===== src/rtl/fifo_arb_pkg.sv =====
// Shared types for the FIFO write-port arbiter: FSM state encoding and beat counter width.
package fifo_arb_pkg;
    typedef enum logic [0:0] {ARB, LOCK} arb_state_t;
    localparam int BEAT_CNT_W = 8;
endpackage


===== src/rtl/fifo_write_arbiter_rr_pick.sv =====
// Rotating-priority encoder: first set bit of req searching upward from last_id+1 (mod NUM_REQ).
module rr_pick
    import fifo_arb_pkg::*;
#(
    parameter int NUM_REQ = 4,
    parameter int ID_W    = $clog2(NUM_REQ)
) (
    input  logic [NUM_REQ-1:0] req,
    input  logic [ID_W-1:0]    last_id,
    output logic               found,
    output logic [ID_W-1:0]    id
);
    localparam int unsigned N = NUM_REQ;

    always_comb begin
        found = 1'b0;
        id    = '0;
        for (int unsigned off = 1; off <= N; off++) begin
            if (!found && req[ID_W'((int'(last_id) + off) % N)]) begin
                found = 1'b1;
                id    = ID_W'((int'(last_id) + off) % N);
            end
        end
    end
endmodule


===== src/rtl/fifo_write_arbiter.sv =====
// Round-robin arbiter sharing the async_fifo write port among NUM_REQ producers (w_clk domain).
// Define FIFO_ARB_BURST_EN to lock each grant for up to BURST_LEN beats.
module fifo_write_arbiter
    import fifo_arb_pkg::*;
#(
    parameter int  NUM_REQ    = 4,
    parameter int  DATA_WIDTH = 8,
    parameter int  BURST_LEN  = 4,
    localparam int ID_W       = $clog2(NUM_REQ)
) (
    input  logic                          w_clk,
    input  logic                          rst,
    input  logic [NUM_REQ-1:0]            req_valid,
    input  logic [NUM_REQ*DATA_WIDTH-1:0] req_data,
    output logic [NUM_REQ-1:0]            req_ready,
    input  logic                          full,
    output logic                          we,
    output logic [DATA_WIDTH-1:0]         din,
    output logic [ID_W-1:0]               grant_id,
    output logic                          busy
);
`ifdef FIFO_ARB_BURST_EN
    localparam bit BURST_EN = 1'b1;
`else
    localparam bit BURST_EN = 1'b0;
`endif
    localparam logic [BEAT_CNT_W-1:0] BURST_LAST = BEAT_CNT_W'(BURST_LEN);

    arb_state_t            state_q, state_d;
    logic [ID_W-1:0]       last_id_q, last_id_d;
    logic [ID_W-1:0]       lock_id_q, lock_id_d;
    logic [BEAT_CNT_W-1:0] beat_cnt_q, beat_cnt_d;

    logic                  pick_found;
    logic [ID_W-1:0]       pick_id;
    logic                  cur_busy;
    logic [ID_W-1:0]       cur_id;
    logic                  xfer;

    rr_pick #(
        .NUM_REQ (NUM_REQ),
        .ID_W    (ID_W)
    ) u_rr_pick (
        .req     (req_valid),
        .last_id (last_id_q),
        .found   (pick_found),
        .id      (pick_id)
    );

    // Reset gates the grant so nothing is accepted while rst is low.
    assign cur_id   = (state_q == LOCK) ? lock_id_q : pick_id;
    assign cur_busy = rst & ((state_q == LOCK) ? req_valid[lock_id_q] : pick_found);
    assign xfer     = cur_busy & ~full;

    always_ff @(posedge w_clk or negedge rst) begin
        if (!rst) begin
            state_q    <= ARB;
            last_id_q  <= ID_W'(NUM_REQ - 1);
            lock_id_q  <= '0;
            beat_cnt_q <= '0;
        end else begin
            state_q    <= state_d;
            last_id_q  <= last_id_d;
            lock_id_q  <= lock_id_d;
            beat_cnt_q <= beat_cnt_d;
        end
    end

    always_comb begin
        state_d    = state_q;
        lock_id_d  = lock_id_q;
        beat_cnt_d = beat_cnt_q;
        last_id_d  = xfer ? cur_id : last_id_q;
        case (state_q)
            ARB: begin
                if (BURST_EN && BURST_LEN > 1 && xfer) begin
                    state_d    = LOCK;
                    lock_id_d  = cur_id;
                    beat_cnt_d = BEAT_CNT_W'(1);
                end
            end
            LOCK: begin
                if (!req_valid[lock_id_q]) begin
                    state_d = ARB;
                end else if (xfer) begin
                    beat_cnt_d = beat_cnt_q + 1'b1;
                    if (beat_cnt_q + 1'b1 == BURST_LAST) begin
                        state_d = ARB;
                    end
                end
            end
            default: state_d = ARB;
        endcase
    end

    always_comb begin
        busy      = cur_busy;
        we        = 1'b0;
        req_ready = '0;
        din       = '0;
        grant_id  = '0;
        if (cur_busy) begin
            grant_id          = cur_id;
            din               = req_data[int'(cur_id)*DATA_WIDTH +: DATA_WIDTH];
            we                = ~full;
            req_ready[cur_id] = ~full;
        end
    end
endmodule


===== config.mk =====
export PLATFORM = sky130hd
export DESIGN_NAME = fifo_write_arbiter
export DESIGN_NICKNAME = d
export VERILOG_FILES = /design/src/rtl/fifo_arb_pkg.sv /design/src/rtl/fifo_write_arbiter_rr_pick.sv /design/src/rtl/fifo_write_arbiter.sv
export SDC_FILE = /design/constraint.sdc
export NUM_CORES = 1
export LEC_CHECK = 0
export ABC_AREA = 1
export CAP_MARGIN = 20
export CORE_ASPECT_RATIO = 1.1
export CORE_MARGIN = 4
export CORE_UTILIZATION = 40
export CTS_BUF_LIST = sky130_fd_sc_hd__clkbuf_2
export DETAILED_ROUTE_END_ITERATION = 8
export PLACE_DENSITY = 0.74
export SLEW_MARGIN = 20
export SYNTH_ARGS = -nofsm -noshare
export SYNTH_HDL_FRONTEND = slang
export SYNTH_SLANG_ARGS = --single-unit
export TNS_END_PERCENT = 5

===== constraint.sdc =====
create_clock -name w_clk -period 4.7 [get_ports w_clk]
set_clock_uncertainty 0.05 [all_clocks]
set_input_delay 0.47 -clock w_clk [delete_from_list [all_inputs] [get_ports w_clk]]
set_output_delay 0.47 -clock w_clk [all_outputs]
set_load 0.02 [all_outputs]

### Word-level counts from Yosys, hierarchy flattened

Cells that the tools add are included.

| operators by class | value |
|---|---|
| $lt $le $gt $ge | 6 |
| multiplexer cells | 28 |
| bitwise gates (word level) | 4 |
| shift operators | 1 |
| add/sub/neg operators | 5 |
| reduce and logical (&&, ||, !) cells | 8 |
| $mul | 0 |
| eq/ne operators | 1 |
| divide/modulo/power cells | 0 |

Operator list:

| kind | number |
|---|---|
| $shiftx A32 B6 Y8 | 1 |
| $lt A2 B3 Y1 const B | 5 |
| $mux W1 | 15 |
| $mux W2 | 6 |
| $add A8 B1 Y8 const B | 1 |
| $bmux W1 S2 | 4 |
| $eq A8 B3 Y1 const B | 1 |
| $mux W8 | 1 |
| $add A2 B1 Y2 const B | 2 |
| $add A2 B2 Y2 const B | 2 |
| $and A4 B4 Y4 | 1 |
| $logic_and A1 B1 Y1 | 4 |
| $mux W4 | 1 |
| $logic_not A1 Y1 | 3 |
| $reduce_and A3 Y1 | 1 |
| $and A1 B1 Y1 | 2 |
| $demux W1 S2 | 1 |
| $ge A2 B1 Y1 const B | 1 |
| $not A1 Y1 | 1 |

| word-level totals | value |
|---|---|
| input bits | 39 |
| memories kept | 0 |
| latch bits | 0 |
| output and inout port bits | 16 |
| memory bits (read-only) | 0 |
| RAM bits | 0 |
| register bits after elaboration | 11 |

### Logic depth before layout (Yosys ltp)

Gate-level depths: netlist (run 1).

| depth | value |
|---|---|
| depth in word-level cells | 20 |
| depth in mapped cells | 17 |

### Modules after synthesis

A second synthesis (run 1) with hierarchy kept.

| second synthesis, totals | value |
|---|---|
| cell total of the unflattened synthesis | 206 |
| area, all modules | 1228.7 sq um |

By module, submodules not included:

| module | cells an instance | instances | area an instance (sq um) |
|---|---|---|---|
| fifo_write_arbiter | 157 | 1 | 938.4 |
| rr_pick | 49 | 1 | 290.3 |

### Worst setup path before layout (run 1)

No wires, ideal clock.

| timing path | value |
|---|---|
| kind | reg-to-output |
| start | register last_id_q[0] |
| end | output req_ready[2] |
| arrival | 2.180 ns |
| buffers on the path | 1 |
| setup slack | 2.000 ns |
| cell stages (with the launch flop) | 13 |
| path through | dfstp_2 -> inv_1 -> buf_6 -> nand2_1 -> nand2_1 -> o21ai_2 -> nand3b_1 -> nand2_1 -> a21oi_2 -> inv_2 -> nor2_4 -> nand2_1 -> nor2_1 |

| between the ends | value |
|---|---|
| elaborated cells between the ends (all ways) | 36 |
| those cells by class | add/sub: 4; order compare: 2; mux: 21; bitwise: 2; reduce/logical: 7 |

RTL lines:

| what | line | RTL |
|---|---|---|
| from (decl) | fifo_write_arbiter.sv:30 | `logic [ID_W-1:0] last_id_q, last_id_d;` |
| from (signal assigned) | fifo_write_arbiter.sv:58 | `last_id_q <= ID_W'(NUM_REQ - 1);` |
| from (signal assigned) | fifo_write_arbiter.sv:63 | `last_id_q <= last_id_d;` |
| $add A2 B1 Y2 | fifo_write_arbiter_rr_pick.sv:19 | `if (!found && req[ID_W'((int'(last_id) + off) % N)]) begin` |
| $bmux W1 S2 | fifo_write_arbiter_rr_pick.sv:19 |  |
| $mux W1 (not written as such) | fifo_write_arbiter_rr_pick.sv:19 |  |
| $mux W1 | fifo_write_arbiter_rr_pick.sv:19 |  |
| $logic_not A1 Y1 | fifo_write_arbiter_rr_pick.sv:19 |  |
| $logic_and A1 B1 Y1 | fifo_write_arbiter_rr_pick.sv:19 |  |
| $mux W1 | fifo_write_arbiter_rr_pick.sv:19 |  |
| $logic_not A1 Y1 | fifo_write_arbiter_rr_pick.sv:19 |  |
| $logic_and A1 B1 Y1 | fifo_write_arbiter_rr_pick.sv:19 |  |
| $mux W1 | fifo_write_arbiter_rr_pick.sv:19 |  |
| $logic_not A1 Y1 | fifo_write_arbiter_rr_pick.sv:19 |  |
| $logic_and A1 B1 Y1 | fifo_write_arbiter_rr_pick.sv:19 |  |
| $mux W1 (*) | fifo_write_arbiter_rr_pick.sv:19 |  |
| $mux W1 (*) | fifo_write_arbiter.sv:52 | `assign cur_busy = rst & ((state_q == LOCK) ? req_valid[lock_id_q] : pick_found);` |
| $and A1 B1 Y1 (*) | fifo_write_arbiter.sv:52 |  |
| net busy | fifo_write_arbiter.sv:20 | `output logic busy` |
| $mux W4 (*) | fifo_write_arbiter.sv:102 | `if (cur_busy) begin` |
| to (decl) | fifo_write_arbiter.sv:15 | `output logic [NUM_REQ-1:0] req_ready,` |

Mark *: on every way through the listed nets, which the timed path passes. The rest lies on a longest branch. The select of a mux whose other input is x is not followed.

### Final worst setup path (run 1)

| timing path | value |
|---|---|
| start | register last_id_q[0] |
| end | output req_ready[2] |

| between the ends | value |
|---|---|
| word-level cells in the longest chain between the ends | 20 |
| elaborated cells between the ends (all ways) | 36 |
| those cells by class | add/sub: 4; order compare: 2; mux: 21; bitwise: 2; reduce/logical: 7 |

Ends and longest elaborated chain:

| what | line | RTL |
|---|---|---|
| $add A2 B1 Y2 | fifo_write_arbiter_rr_pick.sv:19, fifo_write_arbiter_rr_pick.sv:21 |  |
| $bmux W1 S2 | fifo_write_arbiter_rr_pick.sv:19 |  |
| $mux W1 (not written as such) | fifo_write_arbiter_rr_pick.sv:19 |  |
| $mux W1 | fifo_write_arbiter_rr_pick.sv:19 |  |
| $logic_not A1 Y1 | fifo_write_arbiter_rr_pick.sv:19 |  |
| $logic_and A1 B1 Y1 | fifo_write_arbiter_rr_pick.sv:19 |  |
| $mux W1 | fifo_write_arbiter_rr_pick.sv:19 |  |
| $logic_not A1 Y1 | fifo_write_arbiter_rr_pick.sv:19 |  |
| (+4 left out) | -- |  |
| $mux W2 | fifo_write_arbiter_rr_pick.sv:19 |  |
| $mux W2 | fifo_write_arbiter.sv:51 | `assign cur_id = (state_q == LOCK) ? lock_id_q : pick_id;` |
| $lt A2 B3 Y1 (not written as such) / $ge A2 B1 Y1 (equally long branches) | fifo_write_arbiter.sv:106 | `req_ready[cur_id] = ~full;` |
| $logic_and A1 B1 Y1 (not written as such) | fifo_write_arbiter.sv:106 |  |
| $mux W1 (not written as such) | fifo_write_arbiter.sv:106 |  |
| $demux W1 S2 | fifo_write_arbiter.sv:106 |  |
| $and A4 B4 Y4 (no source line) | -- |  |
| $mux W4 (*) | fifo_write_arbiter.sv:102 |  |

Every way passes the cells marked *; elsewhere a longest branch is shown, timed or not. The select of a mux whose other input is x is not followed.

==> impl_metrics.env, run 1 <==
export IMPL_run_status="finished clean"
export IMPL_mappedNetlistArea_um2=1470
export IMPL_setup_slack_on_the_worst_flop_to_flop_path_ns=2.25
export IMPL_grt_busiest_layer="met2"
export IMPL_setup_viol=0
export IMPL_hold_buffers=0
export IMPL_cts_buffers=3
export IMPL_yosysWarningCount=0
export IMPL_fp_dieW_um=65.8
export IMPL_crit_required_ns=4.18
export IMPL_cts_setup_buffers=0
export IMPL_p_per_area_nw_per_um2=747
export IMPL_design_core_area_um2=3440
export IMPL_slew_headroom=0.416
export IMPL_clock_tree_buffer_depth=2
export IMPL_unrepaired_setup_endpoints_after_global_routing="no"
export IMPL_synth_ff_type="dfrtp_1"
export IMPL_vias_per_inst=4.86
export IMPL_finalCriticalPeriod_ns=3.72
export IMPL_gpl_final_weighted_congestion=0.822
export IMPL_launch_point_of_the_worst_reg_to_reg_path="last_id_q[0]"
export IMPL_wire_per_inst_um=12.2
export IMPL_grt_antenna_before_repair=0
export IMPL_peakVddDrop_v=0.000469
export IMPL_min_path_type="register to register"
export IMPL_detail_route_first_pass_iterations=4
export IMPL_cts_root_buffer_cell="clkbuf_2"
export IMPL_floorplan_io_pins=55
export IMPL_timing_final_hold_violations=0
export IMPL_initial_core_util=0.428
export IMPL_worst_setup_path_start_kind="register"
export IMPL_final_period_utilization=0.791
export IMPL_total_routing_resource_utilization_after_global_routing=0.164
export IMPL_layout_cell_share_with_drive_strength_beyond_1=0.207
export IMPL_grtUsageMet3=0.0219
export IMPL_num_antenna_cells=0
export IMPL_synth_seq_area_share=0.189
export IMPL_row_count=22
export IMPL_grt_overflow=0
export IMPL_area_added_between_synthesis_and_finish_pct=36.7
export IMPL_max_slew_worst_pin_slew_ns=0.869
export IMPL_grt_first_pass_wirelength_um=6350
export IMPL_post_place_cells=310
export IMPL_global_route_met1_utilization=0.216
export IMPL_finalSetupTns_ns=0
export IMPL_synth_cell_types=33
export IMPL_maxCapViolations=0
export IMPL_detailroute_via_count=1527
export IMPL_path_clk_slew_ns=0.12
export IMPL_fill_cells=333
export IMPL_post_layout_total_power_w=0.00150
export IMPL_synth_edff_count=0
export IMPL_max_freq_mhz=269
export IMPL_cts_tree="done"
export IMPL_critPathCaptureType="output port"
export IMPL_crit_fanout=11
export IMPL_hold_path_startpoint="beat_cnt_q[4]"
export IMPL_wp_data_arrival_ns=3.20
export IMPL_dieHeight_um=71.6
export IMPL_synth_cells=216
export IMPL_synth_net_count=256
export IMPL_cts_max_level=1
export IMPL_worst_hold_path_endpoint="beat_cnt_q[4]"
export IMPL_final_cell_count_no_fill=314
export IMPL_final_net_count=307
export IMPL_timing_worst_setup_path_type="register to output port"
export IMPL_route_final_wire_length_um=3820
export IMPL_total_leakage_power_nw=0.958
export IMPL_fp_dieArea_um2=4710
export IMPL_async_sr_flop_fraction=1.00
export IMPL_holdPathStages=1
export IMPL_post_synthesis_register_bit_count=11
export IMPL_clock_sink_count=11
export IMPL_ant_nets=0
export IMPL_worstRegToRegCells=11
export IMPL_postSynthAreaPerCell_um2=6.81
export IMPL_post_route_cell_area_um2=2010
export IMPL_final_max_slew_violation_count=0
export IMPL_worst_r2r_endpoint="last_id_q[1]"
export IMPL_first_iter_violations=90
export IMPL_io_buffer_count=54
export IMPL_post_cts_resized=0
export IMPL_placed_cell_area_um2=1990
export IMPL_finalCoreUtilization=0.585
export IMPL_hpwlAfterDp_um=3050
export IMPL_via_count_of_the_first_global_routing_pass=1426
export IMPL_clk_latency_ns=0.26
export IMPL_grt_start_max_net_pins=20
export IMPL_grt_util_met2=0.280
export IMPL_drc_violations_left=0
[cell type report]
| type | instances | area (um^2) | area share |
|---|---|---|---|
| Sequential cell | 11 | 278 | 0.138 |
| Clock inverter | 1 | 5.00 | 0.00249 |
| Inverter | 21 | 88.8 | 0.0442 |
| Timing Repair Buffer | 54 | 541 | 0.269 |
| Multi-Input combinational cell | 176 | 1020 | 0.509 |
| Tap cell | 48 | 60.1 | 0.0299 |
| Clock buffer | 3 | 15.0 | 0.00746 |
[synthesized netlist by cell type, types with 2 or more instances]
library cell	number	area, um^2
inv_1	15	56.3
nand2_1	65	244
xor2_1	6	52.6
nand4_1	9	56.3
nand3_2	17	170
nand2_4	3	33.8
inv_2	4	15.0
o21ai_1	2	10.0
a21oi_1	2	10.0
nor2_2	2	12.5
buf_4	4	30.0
nand2_2	12	75.1
nand2_8	3	60.1
dfstp_2	2	52.6
dfrtp_1	9	225
nor3_1	4	20.0
nand3_1	18	90.1
nor2_4	2	22.5
nor2_1	21	78.8
o21ai_0	3	15.0
[per-stage QoR]
step / worst slack [ns] / hold slack (ns)
after floorplan: 2.00 / 0.124
after global placement: 1.24 / 0.406
after detailed placement: 1.28 / 0.416
after CTS: 0.971 / 0.434
after global routing: 0.665 / 0.468
final: 0.983 / 0.429
[metal layers]
layer,wire length (um),part of all wire,up-vias
met1,1660,0.43,674
met4,57,0.015,0
met5,0,0,-
met3,133,0.035,8
met2,1980,0.52,46
li1,-,-,799
[worst max path at each step]
| stage | start | end | slack (ns) |
|---|---|---|---|
| 6_report | last_id_q[0] | req_ready[2] | 0.98 |
| 2_1_floorplan | last_id_q[0] | req_ready[2] | 2.00 |
| 3_5_place_dp | req_valid[0] | req_ready[3] | 1.28 |
| 3_3_place_gp | req_valid[2] | req_ready[2] | 1.24 |
| 5_1_grt | last_id_q[0] | req_ready[2] | 0.67 |
| 4_1_cts | last_id_q[0] | req_ready[2] | 0.97 |
[power by group]
part / total [W] / internal (W) / switching, W
sequential: 0.000131 / 0.000110 / 0.0000209
clock: 0.0000536 / 0.0000192 / 0.0000343
combinational: 0.00132 / 0.000477 / 0.000843
total: 0.00150 / 0.000606 / 0.000898
[sequential cells by signal, indices dropped and copies added, names as in the netlist]
name	cells
beat_cnt_q	8
last_id_q	2
state_q	1
[critical path, stage by stage, from the launching register on]
cell and delay [ns]:
dfstp_2 0.68, inv_1 0.24, nand2_1 0.16, nand2_1 0.10, o21ai_2 0.18, nand3b_1 0.14, nand2_1 0.07, a21oi_2 0.18
inv_2 0.14, nor2_4 0.20, nand2_1 0.12, nor2_1 0.11, clkdlybuf4s50_1 0.62
[layout by cell type, fill, tap and decap left out]
master,instances
nand2_1,65
clkdlybuf4s50_1,54
nor2_1,21
nand3_1,18
nand3_2,17
inv_1,15
nand2_2,12
nand4_1,9
dfrtp_1,9
xor2_1,6
inv_2,4
nor3_1,4
nand2_4,3
nand2_8,3
o21ai_0,3
clkbuf_2,3
nor2_4,2
o21ai_1,2
a21oi_1,2
nor2_2,2
dfstp_2,2
o21ai_2,1
nand3b_1,1
a21oi_2,1
nand3_4,1
inv_8,1
inv_4,1
nor3_2,1
xnor2_1,1
ha_1,1
clkinv_2,1
[logic make-up (layout without fill, tap and decap cells)]
group                      count (synthesis)  after routing  share of synthesized area
adders and majority gates                  1              1                    0.00850
DFF                                       11             11                      0.189
buffers and inverters                     29             79                      0.115
xor gates and xnor gates                   7              7                     0.0417
AOI/OAI and AO/OA                          9              9                     0.0357
and+or+nand+nor                          159            159                      0.611
(Power assumes the default switching activity.)
==> run 2, diff against run 1 <==
--- a/config.mk
+++ b/config.mk
@@ -12,7 +12,7 @@
 export CORE_UTILIZATION = 40
 export CTS_BUF_LIST = sky130_fd_sc_hd__clkbuf_2
 export DETAILED_ROUTE_END_ITERATION = 8
-export PLACE_DENSITY = 0.74
+export PLACE_DENSITY = 0.77
 export SLEW_MARGIN = 20
 export SYNTH_ARGS = -nofsm -noshare
 export SYNTH_HDL_FRONTEND = slang
==> constraint.sdc (replaced) <==
create_clock -name w_clk -period 3.3 [get_ports w_clk]
set_clock_uncertainty 0.05 [all_clocks]
set_input_delay 0.33 -clock w_clk [delete_from_list [all_inputs] [get_ports w_clk]]
set_output_delay 0.33 -clock w_clk [all_outputs]
set_load 0.02 [all_outputs]
==> run 2 against run 1 <==
Count of clock-buffer cells in the layout increased by 1. Setup slack got worse by 0.96 ns. Wire length shrank 4.6%. Core utilization increased by 1.2 points. Non-clock buffer count increased by 4. Sequential cell count unchanged. Critical path depth increased by 3. Global-route usage down 0.52 points. Clock power grew 51%. Final cell count up 1.3%. Largest power group unchanged. Highest routed layer unchanged.
==> impl_metrics.env, run 2 (synthesized netlist as in run 1, its figures left out) <==
export IMPL_hold_slack_ns=0.315
export IMPL_finalCriticalPeriod_ns=3.28
export IMPL_clock_tree_buffer_depth=2
export IMPL_clk_latency_ns=0.27
export IMPL_layout_cell_share_with_drive_strength_beyond_1=0.219
export IMPL_hold_buffers=0
export IMPL_route_final_wire_length_um=3650
export IMPL_top_registers="beat_cnt_q: 8 flops, last_id_q: 2 flops, state_q: 1 flops"
export IMPL_cts_setup_buffers=0
export IMPL_most_flops_register="beat_cnt_q"
export IMPL_peakVddDrop_v=0.000651
export IMPL_grt_start_max_net_pins=20
export IMPL_grt_antenna_before_repair=0
export IMPL_grt_first_pass_wirelength_um=6160
export IMPL_max_freq_mhz=305
export IMPL_dieHeight_um=71.6
export IMPL_worstRegToRegCells=12
export IMPL_first_iter_violations=66
export IMPL_mostFrequentLayoutCell="nand2_1"
export IMPL_cts_root_buffer_cell="clkbuf_2"
export IMPL_worst_r2r_endpoint="last_id_q[0]"
export IMPL_critical_path_slowest_cell="clkdlybuf4s50_1"
export IMPL_wire_per_inst_um=11.5
export IMPL_setup_viol=0
export IMPL_final_cell_mix="65 x nand2_1, 43 x clkdlybuf4s50_1, 21 x nor2_1"
export IMPL_worstPathBufferInverterCount=2
export IMPL_unrepaired_setup_endpoints_after_global_routing="yes"
export IMPL_wp_data_arrival_ns=2.90
export IMPL_crit_fanout=18
export IMPL_timing_final_hold_violations=0
export IMPL_maxCapViolations=0
export IMPL_via_count_of_the_first_global_routing_pass=1444
export IMPL_detailroute_via_count=1482
export IMPL_p_per_area_nw_per_um2=1020
export IMPL_post_layout_total_power_w=0.00210
export IMPL_finalCoreUtilization=0.597
export IMPL_slew_headroom=0.698
export IMPL_final_max_slew_violation_count=0
export IMPL_multi_input_gate_area_um2=1020
export IMPL_cts_buffers=3
export IMPL_vias_per_inst=4.66
export IMPL_setup_slack_on_the_worst_flop_to_flop_path_ns=1.17
export IMPL_ant_nets=0
export IMPL_critPathCaptureType="output port"
export IMPL_cts_max_level=1
export IMPL_critPathTopFamily="simple AND/OR/NAND/NOR gates"
export IMPL_flip_flop_count_of_the_largest_register_all_copies_and_words_added=8
export IMPL_hpwlAfterDp_um=2860
export IMPL_critical_path_max_stage_delay_ns=0.61
export IMPL_fp_dieArea_um2=4710
export IMPL_path_cells="inv_1 > nand2_1 > nand2_4 > nand2_4 > nand2_2 > nor2_4 > nand3_4 > nand3_2 > nand2_8 > nand2_8 > nand3_1 > nand2_1 > nor2_1 > nor2_1 > clkdlybuf4s50_1"
export IMPL_row_count=22
export IMPL_detail_route_first_pass_iterations=4
export IMPL_final_net_count=311
export IMPL_total_routing_resource_utilization_after_global_routing=0.159
export IMPL_min_path_type="input port to asynchronous set/reset pin"
export IMPL_gpl_final_weighted_congestion=0.829
export IMPL_run_status="finished clean"
export IMPL_crit_required_ns=2.92
export IMPL_floorplan_io_pins=55
export IMPL_seq_area_um2=278
export IMPL_cts_tree="done"
export IMPL_num_antenna_cells=0
export IMPL_area_added_between_synthesis_and_finish_pct=39.6
export IMPL_fp_dieW_um=65.8
export IMPL_timing_worst_setup_path_type="register to output port"
export IMPL_path_clk_slew_ns=0.11
export IMPL_drc_violations_left=0
export IMPL_total_leakage_power_nw=1.10
export IMPL_initial_core_util=0.428
export IMPL_clock_sink_count=11
export IMPL_io_buffer_count=54
export IMPL_max_slew_worst_pin_slew_ns=0.453
export IMPL_fill_cells=305
export IMPL_final_period_utilization=0.993
export IMPL_launch_point_of_the_worst_reg_to_reg_path="last_id_q[0]"
export IMPL_grt_overflow=0
export IMPL_design_core_area_um2=3440
export IMPL_worst_setup_path_start_kind="register"
==> run 2: worst max-delay path by stage <==
stage	startpoint	slack, ns	cells past startpoint	to
floorplan	last_id_q[0]	0.74	12	req_ready[2]
global placement	req_valid[0]	0.17	14	req_ready[3]
detailed placement	req_valid[0]	0.16	14	req_ready[3]
CTS	last_id_q[0]	0.01	15	din[2]
global route	last_id_q[0]	-0.21	16	din[0]
finish	last_id_q[0]	0.02	15	din[2]
==> run 2: timing repair <==
action,4_1_cts,5_1_grt
gates resized for setup,4,7
endpoints found under the setup margin,4,10
pin swaps,0,0
==> run 2: metal layers <==
metal  global-route usage  share of wire  up-vias
met3               0.0172          0.031        5
met4               0.0438          0.014        0
met2                0.280           0.52       31
li1                     -              -      802
met5                    0              0        -
met1                0.202           0.44      644
==> run 2: report_power, final <==
group	leakage, nW	total [W]	switching [W]	internal [W]
sequential	0.136	0.000166	0.0000106	0.000155
combinational	0.951	0.00186	0.00120	0.000659
clock	0.0166	0.0000807	0.0000485	0.0000321
total	1.10	0.00210	0.00126	0.000846
==> run 2: metrics by stage <==
stage,cells,TNS (ns),worst slack (ns),instance area [um^2]
6_report,318,0,0.0238,2050
5_1_grt,318,-0.619,-0.210,2050
4_1_cts,318,0,0.0128,2040
3_5_place_dp,314,0,0.163,2020
3_3_place_gp,314,0,0.172,2020
2_1_floorplan,216,0,0.740,1470
==> run 2: cell type report <==
class,count,area share
inverter,21,0.0432
multi-input combinational,176,0.499
timing repair buffer,58,0.284
sequential,11,0.135
tap,48,0.0292
clock buffer,4,0.00974
==> run 3, diff against run 2 <==
--- a/config.mk
+++ b/config.mk
@@ -6,12 +6,14 @@
 export NUM_CORES = 1
 export LEC_CHECK = 0
 export ABC_AREA = 1
+export ABC_CLOCK_PERIOD_IN_PS = 3300
 export CAP_MARGIN = 20
 export CORE_ASPECT_RATIO = 1.1
 export CORE_MARGIN = 4
 export CORE_UTILIZATION = 40
 export CTS_BUF_LIST = sky130_fd_sc_hd__clkbuf_2
 export DETAILED_ROUTE_END_ITERATION = 8
+export MAX_ROUTING_LAYER = met4
 export PLACE_DENSITY = 0.77
 export SLEW_MARGIN = 20
 export SYNTH_ARGS = -nofsm -noshare
==> results of run 3 <==
Final layout, timing and power as in run 2 (identical DEF).
Main changes from that run: final weighted congestion in routability-driven placement 0.829 -> 0.841; wire length of the first global-routing pass 6160 um -> 6150 um; via count of the first global-routing pass 1444 -> 1445; overall routing resource usage 0.159 -> 0.163; met1 usage 0.202 -> 0.205; met3 usage 0.0172 -> 0.0125; violation count after the first detailed-route iteration 66 -> 69
